===== src/rtl/bpsk_modulator.sv =====
// BPSK transmitter: a byte FIFO feeds a frame sequencer (preamble, sync, 10-bit words, tail)
// whose current bit sets the sign of a 16-sample sine carrier sent to the DAC.
module bpsk_modulator #(
  parameter int         CYCLES_PER_BIT = 4,
  parameter int         PREAMBLE_BITS  = 32,
  parameter logic [7:0] SYNC_WORD      = 8'hA5,
  parameter int         TAIL_BITS      = 16,
  parameter int         AMPLITUDE      = 511,
  parameter int         FIFO_DEPTH     = 4
) (
  input  logic              clk,
  input  logic              reset,
  input  logic              sampleEn,
  input  logic              pushByte,
  input  logic [7:0]        Byte,
  input  logic              lastByte,
  output logic              stopOut,
  output logic signed [9:0] DAC,
  output logic              PushDAC,
  output logic              busy,
  output logic              overflow
);

  localparam int SAMPLES_PER_BIT = 16 * CYCLES_PER_BIT;
  localparam int SW    = $clog2(SAMPLES_PER_BIT);
  localparam int PTR_W = $clog2(FIFO_DEPTH);
  localparam int CNT_W = PTR_W + 1;
  localparam int MAXB0 = (PREAMBLE_BITS > TAIL_BITS) ? PREAMBLE_BITS : TAIL_BITS;
  localparam int MAXB  = (MAXB0 > 10) ? MAXB0 : 10;
  localparam int BCW   = $clog2(MAXB);

  // First-quarter sine magnitudes, rounded from sin(2*pi*k/16) scaled by 2^15.
  localparam logic [9:0] MAG1 = 10'((AMPLITUDE * 12540 + 16384) / 32768);
  localparam logic [9:0] MAG2 = 10'((AMPLITUDE * 23170 + 16384) / 32768);
  localparam logic [9:0] MAG3 = 10'((AMPLITUDE * 30274 + 16384) / 32768);
  localparam logic [9:0] MAG4 = 10'(AMPLITUDE);

  typedef enum logic [2:0] {IDLE, PREAMBLE, SYNC, DATA, FILL, TAIL} state_t;

  state_t            state_q, state_d;
  logic [SW-1:0]     sIdx_q, sIdx_d;
  logic [BCW-1:0]    bitCnt_q, bitCnt_d;
  logic [9:0]        word_q, word_d;
  logic              last_q, last_d;
  logic [8:0]        mem_q [FIFO_DEPTH];
  logic [PTR_W-1:0]  wrPtr_q, rdPtr_q;
  logic [CNT_W-1:0]  count_q, count_d;
  logic              stop_q, overflow_q, pushDac_q;
  logic signed [9:0] dac_q;

  logic              pop, pushOk, fifoNotEmpty, lastSample, boundary, loadWord, txBit;
  logic [8:0]        headEntry;
  logic [7:0]        syncShift;
  logic [2:0]        lutPos;
  logic [9:0]        lutMag;
  logic signed [9:0] lutVal, sample;

  assign stopOut  = stop_q;
  assign overflow = overflow_q;
  assign PushDAC  = pushDac_q;
  assign DAC      = dac_q;
  assign busy     = (state_q != IDLE);

  assign fifoNotEmpty = (count_q != '0);
  assign headEntry    = mem_q[rdPtr_q];
  // A pop in the same cycle frees a slot, so a push against a full FIFO still lands.
  assign pushOk       = pushByte && (!stop_q || pop);

  always_comb begin
    count_d = count_q;
    if (pushOk && !pop)      count_d = count_q + 1'b1;
    else if (!pushOk && pop) count_d = count_q - 1'b1;
  end

  assign lastSample = (sIdx_q == SW'(SAMPLES_PER_BIT - 1));
  // IDLE holds the sample index at zero so a frame may start on any strobe.
  assign boundary   = sampleEn && (state_q == IDLE || lastSample);

  always_comb begin
    state_d  = state_q;
    sIdx_d   = sIdx_q;
    bitCnt_d = bitCnt_q;
    word_d   = word_q;
    last_d   = last_q;
    pop      = 1'b0;
    loadWord = 1'b0;
    if (sampleEn) sIdx_d = (state_q == IDLE || lastSample) ? '0 : sIdx_q + 1'b1;
    if (boundary) begin
      bitCnt_d = bitCnt_q + 1'b1;
      unique case (state_q)
        IDLE: begin
          bitCnt_d = '0;
          if (fifoNotEmpty) state_d = PREAMBLE;
        end
        PREAMBLE: if (bitCnt_q == BCW'(PREAMBLE_BITS - 1)) begin
          state_d  = SYNC;
          bitCnt_d = '0;
        end
        SYNC: if (bitCnt_q == BCW'(7)) loadWord = 1'b1;
        DATA: if (bitCnt_q == BCW'(9)) begin
          if (last_q) begin
            state_d  = TAIL;
            bitCnt_d = '0;
          end else begin
            loadWord = 1'b1;
          end
        end
        FILL: loadWord = 1'b1;
        TAIL: if (bitCnt_q == BCW'(TAIL_BITS - 1)) begin
          state_d  = IDLE;
          bitCnt_d = '0;
        end
        default: state_d = IDLE;
      endcase
      if (loadWord) begin
        bitCnt_d = '0;
        if (fifoNotEmpty) begin
          pop     = 1'b1;
          state_d = DATA;
          word_d  = {1'b1, headEntry[7:0], 1'b0};
          last_d  = headEntry[8];
        end else begin
          state_d = FILL;
        end
      end
    end
  end

  assign syncShift = SYNC_WORD << bitCnt_q[2:0];

  always_comb begin
    txBit = 1'b1;
    unique case (state_q)
      PREAMBLE: txBit = ~bitCnt_q[0];
      SYNC:     txBit = syncShift[7];
      DATA:     txBit = word_q[bitCnt_q[3:0]];
      default:  txBit = 1'b1;
    endcase
  end

  // Fold the 16-entry sine onto its first quarter; the second half is the negated first.
  assign lutPos = (sIdx_q[2:0] > 3'd4) ? 3'd0 - sIdx_q[2:0] : sIdx_q[2:0];

  always_comb begin
    lutMag = '0;
    unique case (lutPos)
      3'd1:    lutMag = MAG1;
      3'd2:    lutMag = MAG2;
      3'd3:    lutMag = MAG3;
      3'd4:    lutMag = MAG4;
      default: lutMag = '0;
    endcase
  end

  assign lutVal = sIdx_q[3] ? -$signed(lutMag) : $signed(lutMag);
  assign sample = (state_q == IDLE) ? '0 : (txBit ? lutVal : -lutVal);

  always_ff @(posedge clk) begin
    if (pushOk) mem_q[wrPtr_q] <= {lastByte, Byte};
  end

  always_ff @(posedge clk) begin
    if (!reset) begin
      state_q    <= IDLE;
      sIdx_q     <= '0;
      bitCnt_q   <= '0;
      word_q     <= '0;
      last_q     <= 1'b0;
      wrPtr_q    <= '0;
      rdPtr_q    <= '0;
      count_q    <= '0;
      stop_q     <= 1'b0;
      overflow_q <= 1'b0;
      pushDac_q  <= 1'b0;
      dac_q      <= '0;
    end else begin
      state_q    <= state_d;
      sIdx_q     <= sIdx_d;
      bitCnt_q   <= bitCnt_d;
      word_q     <= word_d;
      last_q     <= last_d;
      count_q    <= count_d;
      if (pushOk) wrPtr_q <= wrPtr_q + 1'b1;
      if (pop)    rdPtr_q <= rdPtr_q + 1'b1;
      stop_q     <= (count_d == CNT_W'(FIFO_DEPTH));
      overflow_q <= pushByte && stop_q && !pop;
      pushDac_q  <= sampleEn;
      if (sampleEn) dac_q <= sample;
    end
  end

endmodule


===== config.mk =====
export PLATFORM = sky130hd
export DESIGN_NAME = bpsk_modulator
export DESIGN_NICKNAME = d
export VERILOG_FILES = /design/src/rtl/bpsk_modulator.sv
export SDC_FILE = /design/constraint.sdc
export NUM_CORES = 1
export LEC_CHECK = 0
export ABC_CLOCK_PERIOD_IN_PS = 7600
export CORE_UTILIZATION = 64
export DETAILED_ROUTE_END_ITERATION = 7
export GPL_TIMING_DRIVEN = 1
export PLACE_DENSITY = 0.94
export SLEW_MARGIN = 10
export SYNTH_ARGS = -nofsm -noshare
export SYNTH_HDL_FRONTEND = slang
export SYNTH_SLANG_ARGS = --single-unit

===== constraint.sdc =====
create_clock -name clk -period 7.6 [get_ports clk]
set_input_delay 0.76 -clock clk [delete_from_list [all_inputs] [get_ports clk]]
set_output_delay 0.76 -clock clk [all_outputs]
set_load 0.02 [all_outputs]

==> results of run 1 <==
metrics by stage:
step	std cells	setup WS (ns)
final	509	4.44
after global routing	509	4.12
after CTS	509	4.49
after detailed placement	493	4.43
after global placement	493	4.57
after floorplan	413	4.77
worst max path at each step:
stage	start	endpoint	slack, ns	depth (start not counted)
floorplan	sIdx_q[0]	DAC[4]	4.77	13
global placement	sampleEn	mem_q[1][3]	4.57	4
detailed placement	sampleEn	mem_q[0][3]	4.43	4
CTS	sIdx_q[0]	DAC[4]	4.49	11
global route	sIdx_q[0]	DAC[4]	4.12	11
finish	sIdx_q[0]	DAC[4]	4.44	11
layer usage:
layer  routed length (um)  GRT usage (%)
met1                 3450           30.3
met2                 4320           44.2
met3                  422           7.16
met4                  180           11.1
met5                    0              0
final cells by class:
type	count	area, sq um	share of cell area (%)
Multi-Input combinational cell	289	2070	44.5
Inverter	21	78.8	1.69
Timing Repair Buffer	26	255	5.47
Clock buffer	10	128	2.74
Tap cell	77	96.3	2.07
Sequential cell	80	1960	42.1
Clock inverter	6	68.8	1.48
power groups by stage:
stage	combinational, mW	clock [mW]	sequential (mW)
floorplan	0.165	0	0.491
global placement	0.180	0	0.508
detailed placement	0.190	0	0.511
CTS	0.192	0.318	0.500
global route	0.213	0.336	0.505
finish	0.192	0.314	0.501
sequential cells by signal (all words and copies together) (netlist names):
register  count
last_q        1
DAC          10
word_q        9
bitCnt_q      5
mem_q        36
overflow      1
state_q       3
stopOut       1
rdPtr_q       2
count_q       3
sIdx_q        6
wrPtr_q       2
PushDAC       1
worst reg2reg max path: cells and delay by family, from the launching register on:
| family | cells | cell delay, ns |
|---|---|---|
| XOR/XNOR | 1 | 0.23 |
| AO/OA/AOI/OAI | 3 | 0.94 |
| AND/OR/NAND/NOR | 3 | 0.44 |
| flip-flops | 1 | 0.70 |
| adder cells (fa/ha/maj) | 2 | 0.49 |
| buffers and inverters | 2 | 0.25 |
synthesized netlist by cell type, drive strengths merged (3+ instances only):
cell    instances  share of area (%)
a21boi         15                2.9
a21o            3               0.53
a21oi          26                3.2
and2           10                1.5
buf            13                2.0
clkbuf         10               0.91
dfxtp          44                 21
edfxtp         36                 25
ha             19                5.6
inv            21                1.9
mux2i           9                2.1
mux4           10                5.3
nand2          61                5.4
nand2b          8                1.2
nand3           9                1.1
nand4           5               0.74
nor2           21                2.0
nor2b           9                1.3
nor3            8                1.1
o21ai          24                3.1
o221a           3               0.80
o22ai           4               0.59
o31ai           4                1.0
or3             3               0.44
xnor2           5                1.0
xor2            5                1.0
kinds of logic after synthesis:
kind of cell             after synthesis  synth area share (%)
AO/OA/AOI/OAI                         94                  15.8
XOR/XNOR                              10                  2.07
adder cells (fa/ha/maj)               19                  5.61
buffers and inverters                 44                  4.81
flip-flops                            80                  46.3
multiplexers                          21                  7.97
AND/OR/NAND/NOR                      145                  17.5
==> flow_summary.json, run 1 <==
{
  "outcome": "finished, final reports clean",
  "final_nets": 459,
  "avgSynthCellArea_sq_um": 10.3,
  "syn-cell-area_sq_um": 4240,
  "final_max_slew_viol_count": 0,
  "grt_max_degree": 40,
  "p_sw_share_pct": 30.4,
  "whs_ns": 0.448,
  "r2r_slack_ns": 4.44,
  "fin_crit_ns": 3.16,
  "cp-start-kind": "flop",
  "worstSetupPathType": "flop to flop",
  "synth_cells": 413,
  "wl_um": 8380,
  "setup-tns-final_ns": 0,
  "cts_sinks": 80,
  "tightest_slew_ns": 1.15,
  "cts_resized": 0,
  "area_growth_pct": 9.97,
  "die_x_um": 83.4,
  "maxCapViolations": 0,
  "crit_family": "compound AO/OA/AOI/OAI gates",
  "dr.first_iter.drc_count": 246,
  "cts_made_buffers": 9,
  "slowest_stage": "dfxtp_1",
  "power.internal_mw": 0.702,
  "p_comb_share_pct": 19.1,
  "dp_hpwl_um": 5950,
  "clock.fmax_mhz": 317,
  "rows": 29,
  "synth_nets": 445,
  "ir_drop_uv": 162,
  "p_leak_nw": 1.59,
  "grt_overflow_total": 0,
  "synth_seq_cells": 80,
  "yosysSeqAreaShare_pct": 46.3,
  "p_per_area_nw_per_um2": 216,
  "cts_tree": "yes",
  "worstPathArrival_ns": 3.40,
  "post_cts_buffers": 0,
  "crit_path_max_incr_delay_ns": 0.70,
  "port_buffers": 26,
  "fill_cells": 416,
  "drc": 0,
  "synth_ff_type": "dfxtp_1",
  "synth-edff-count": 36,
  "min_to": "DAC[2]",
  "required_ns": 7.84,
  "ctsLongestPathBuffers": 2,
  "wire_per_inst_um": 16.5,
  "fin_area_sq_um": 4660,
  "p_total_mw": 1.01,
  "cts_root_buf": "clkbuf_8",
  "crit_chain": "inv_1, ha_1, nand2_1, nor2_1, a21oi_1, ha_1, inv_1, a2111oi_0, nor2_1, xor2_1, o21ai_0",
  "final_cell_mix": "61 x nand2_1, 44 x dfxtp_1, 36 x edfxtp_1, 25 x clkdlybuf4s50_1, 24 x a21oi_1",
  "p_clk_share_pct": 31.2,
  "hp-start": "DAC[2]",
  "drive_gt1_share_pct": 11.1,
  "dr.pass1.iters": 5,
  "fin_crit_sh_pct": 41.6,
  "post_dp_cell_area_sq_um": 4470,
  "grt_pass1_vias": 2992,
  "p_sw_mw": 0.306,
  "timing_hold_violations_final": 0,
  "grt_first_pass_wirelength_um": 13800,
  "utilization_pct": 73.0,
  "maxSlewHeadroom_pct": 23.6,
  "coreArea_sq_um": 6390,
  "vias": 3151,
  "r2r-end": "DAC[4]",
  "vias_per_cell": 6.19,
  "pwr-share-seq_pct": 49.7,
  "ff2ff_path_depth": 11,
  "h-tree-depth": 3,
  "async_flop_share_pct": 0,
  "min_path_cells": 2,
  "clk_latency_ns": 0.36,
  "final_common_cell": "nand2_1",
  "die_height_um": 83.4,
  "skew_ns": 0.0106,
  "io-pin-count": 27,
  "place_congestion": 0.861,
  "antenna_found_initial": 0,
  "reg2reg_from": "sIdx_q[0]",
  "setup_violations": 0,
  "rsz0062_at_grt": "false",
  "crit_fanout": 19,
  "initial_core_util_pct": 66.4,
  "hold_class": "flop to flop",
  "cp_num_buf_inv": 2,
  "yosysUniqueCellTypes": 62,
  "grt_usage_pct": 25.8,
  "num_antenna_cells": 0,
  "yosys_warnings": 0,
  "end_kind": "flop",
  "postRouteAntennaNets": 0,
  "hold_buffers": 0,
  "die_area_sq_um": 6950,
  "clk_pin_slew_ns": 0.08
}
No activity file was read; power rests on OpenSTA's default activity.
==> run 2: changes to the inputs <==
--- a/config.mk
+++ b/config.mk
@@ -5,11 +5,11 @@
 export SDC_FILE = /design/constraint.sdc
 export NUM_CORES = 1
 export LEC_CHECK = 0
-export ABC_CLOCK_PERIOD_IN_PS = 7600
-export CORE_UTILIZATION = 64
+export ABC_CLOCK_PERIOD_IN_PS = 2800
+export CORE_UTILIZATION = 54
 export DETAILED_ROUTE_END_ITERATION = 7
 export GPL_TIMING_DRIVEN = 1
-export PLACE_DENSITY = 0.94
+export PLACE_DENSITY = 0.86
 export SLEW_MARGIN = 10
 export SYNTH_ARGS = -nofsm -noshare
 export SYNTH_HDL_FRONTEND = slang
==> constraint.sdc (replaced) <==
create_clock -name clk -period 2.8 [get_ports clk]
set_input_delay 0.28 -clock clk [delete_from_list [all_inputs] [get_ports clk]]
set_output_delay 0.28 -clock clk [all_outputs]
set_load 0.02 [all_outputs]
==> run 2 against run 1 <==
  * Final cell count grew 5.7%
  * Hold slack lost 0.00076 ns
  * First-iteration DRC count fell by 17%
  * Non-clock buffer count rose by 7
  * Count of clock-buffer cells in the layout is 1 lower
  * Sequential share of layout area decreased by 0.70 points
  * Global-route usage decreased by 4.5 points
  * Die area is 18% higher
  * Sequential power increased to 2.7 times the previous value
  * Fmax increased by 23%
  * Critical endpoint is now mem_q[0][6]
==> flow_summary.json, run 2 (synthesized netlist as in run 1, its figures left out) <==
{
  "p_leak_nw": 1.62,
  "fill_cells": 565,
  "crit_end": "mem_q[0][6]",
  "drc": 0,
  "place_congestion": 0.856,
  "fin_crit_sh_pct": 91.4,
  "grt_max_degree": 29,
  "final_common_cell": "nand2_1",
  "r2r_slack_ns": 0.24,
  "hold_buffers": 0,
  "final_max_slew_viol_count": 0,
  "wl_um": 8070,
  "fin_ws_ns": 0.241,
  "hold_class": "flop to flop",
  "h-tree-depth": 3,
  "maxSlewHeadroom_pct": 56.4,
  "initial_core_util_pct": 57.2,
  "dr.pass1.iters": 4,
  "whs_ns": 0.447,
  "grt_overflow_total": 0,
  "largest_reg_flops": 36,
  "grt_usage_pct": 21.2,
  "ir_drop_uv": 459,
  "drive_gt1_share_pct": 12.8,
  "setup_violations": 0,
  "setup-tns-final_ns": 0,
  "maxCapViolations": 0,
  "tightest_slew_ns": 0.636,
  "clk_pin_slew_ns": 0.08,
  "worstSetupPathType": "flop to flop",
  "timing_hold_violations_final": 0,
  "required_ns": 2.81,
  "gr-usage-met3_pct": 5.30,
  "post_cts_buffers": 0,
  "die_x_um": 90.6,
  "vias_per_cell": 5.67,
  "die_area_sq_um": 8210,
  "busiest_layer": "met2",
  "wire_per_inst_um": 15.0,
  "crit_fanout": 10,
  "ctsLongestPathBuffers": 2,
  "postRouteAntennaNets": 0,
  "startpoint": "bitCnt_q[0]",
  "grt_first_pass_wirelength_um": 13800,
  "antenna_found_initial": 0,
  "fin_area_sq_um": 4740,
  "grt_pass1_vias": 2918,
  "place_ws_ns": 0.257,
  "worstPathArrival_ns": 2.57,
  "p_total_mw": 2.68,
  "p_per_area_nw_per_um2": 565,
  "grt.met1_usage_pct": 26.6,
  "final_nets": 466,
  "final_cell_mix": "61 x nand2_1, 44 x dfxtp_1, 36 x edfxtp_1, 26 x clkdlybuf4s50_1, 24 x a21oi_1",
  "utilization_pct": 64.0,
  "rows": 31,
  "end_kind": "flop",
  "dp.cells": 522,
  "vias": 3048,
  "dp_hpwl_um": 5860,
  "die_height_um": 90.6,
  "clk_latency_ns": 0.36,
  "area_growth_pct": 11.8,
  "cts_sinks": 80,
  "fin_crit_ns": 2.56,
  "ff2ff_path_depth": 6,
  "cts_root_buf": "clkbuf_8",
  "io-pin-count": 27,
  "outcome": "finished, final reports clean",
  "clock.fmax_mhz": 391,
  "port_buffers": 26,
  "cts_tree": "yes",
  "regMostFlops": "mem_q",
  "dr.first_iter.drc_count": 203,
  "cp-start-kind": "flop",
  "r2r-end": "mem_q[0][6]",
  "rsz0062_at_grt": "false",
  "cts_made_buffers": 9,
  "num_antenna_cells": 0,
  "reg2reg_from": "bitCnt_q[0]",
  "post_layout_nonfiller_instances": 538,
  "skew_ns": 0.00665,
  "post_dp_cell_area_sq_um": 4550,
  "met2_usage_pct": 35.8,
  "coreArea_sq_um": 7410
}
==> run 2: repair_timing <==
item / CTS / global route
setup endpoints to repair: 0 / 1
resized for setup: 0 / 2
endpoints found under the hold margin: 0 / 0
==> run 2: critical path: stages, from the launching register on <==
cell,delay (ns)
dfxtp_1,0.52
ha_1,0.28
nand4bb_2,0.20
o31ai_4,0.33
o2111ai_4,0.17
a21boi_4,0.27
and2_1,0.44
==> run 2: cell type report <==
class	instances	area, sq um	share of cell area (%)
multi-input combinational	289	2090	44.0
sequential	80	1960	41.4
timing repair buffer	33	313	6.60
clock buffer	9	124	2.61
tap	99	124	2.61
inverter	21	78.8	1.66
clock inverter	7	53.8	1.13
==> run 2: layer usage <==
| layer | vias to the layer above | wire length, um |
|---|---|---|
| met1 | 1440 | 3510 |
| met2 | 92 | 4010 |
| met5 | - | 0 |
| li1 | 1504 | - |
| met4 | 0 | 132 |
| met3 | 12 | 421 |
==> run 2: worst min-delay path by stage <==
stage,cells past startpoint,end,startpoint
3_3_place_gp,2,DAC[6],DAC[6]
2_1_floorplan,0,mem_q[0][0],Byte[0]
5_1_grt,2,DAC[2],DAC[2]
4_1_cts,2,DAC[5],DAC[5]
3_5_place_dp,2,DAC[5],DAC[5]
6_report,2,DAC[5],DAC[5]
==> run 2: where the power goes <==
part           switching [mW]  internal (mW)  total, mW
registers              0.0629           1.28       1.34
clock network           0.457          0.333      0.790
logic                   0.327          0.221      0.548
==> run 3: changes to the inputs <==
--- a/config.mk
+++ b/config.mk
@@ -5,8 +5,8 @@
 export SDC_FILE = /design/constraint.sdc
 export NUM_CORES = 1
 export LEC_CHECK = 0
-export ABC_CLOCK_PERIOD_IN_PS = 2800
 export CORE_UTILIZATION = 54
+export CTS_CLUSTER_SIZE = 25
 export DETAILED_ROUTE_END_ITERATION = 7
 export GPL_TIMING_DRIVEN = 1
 export PLACE_DENSITY = 0.86
==> results of run 3 <==
The final DEF is identical to that of run 2; final timing and power are the same.
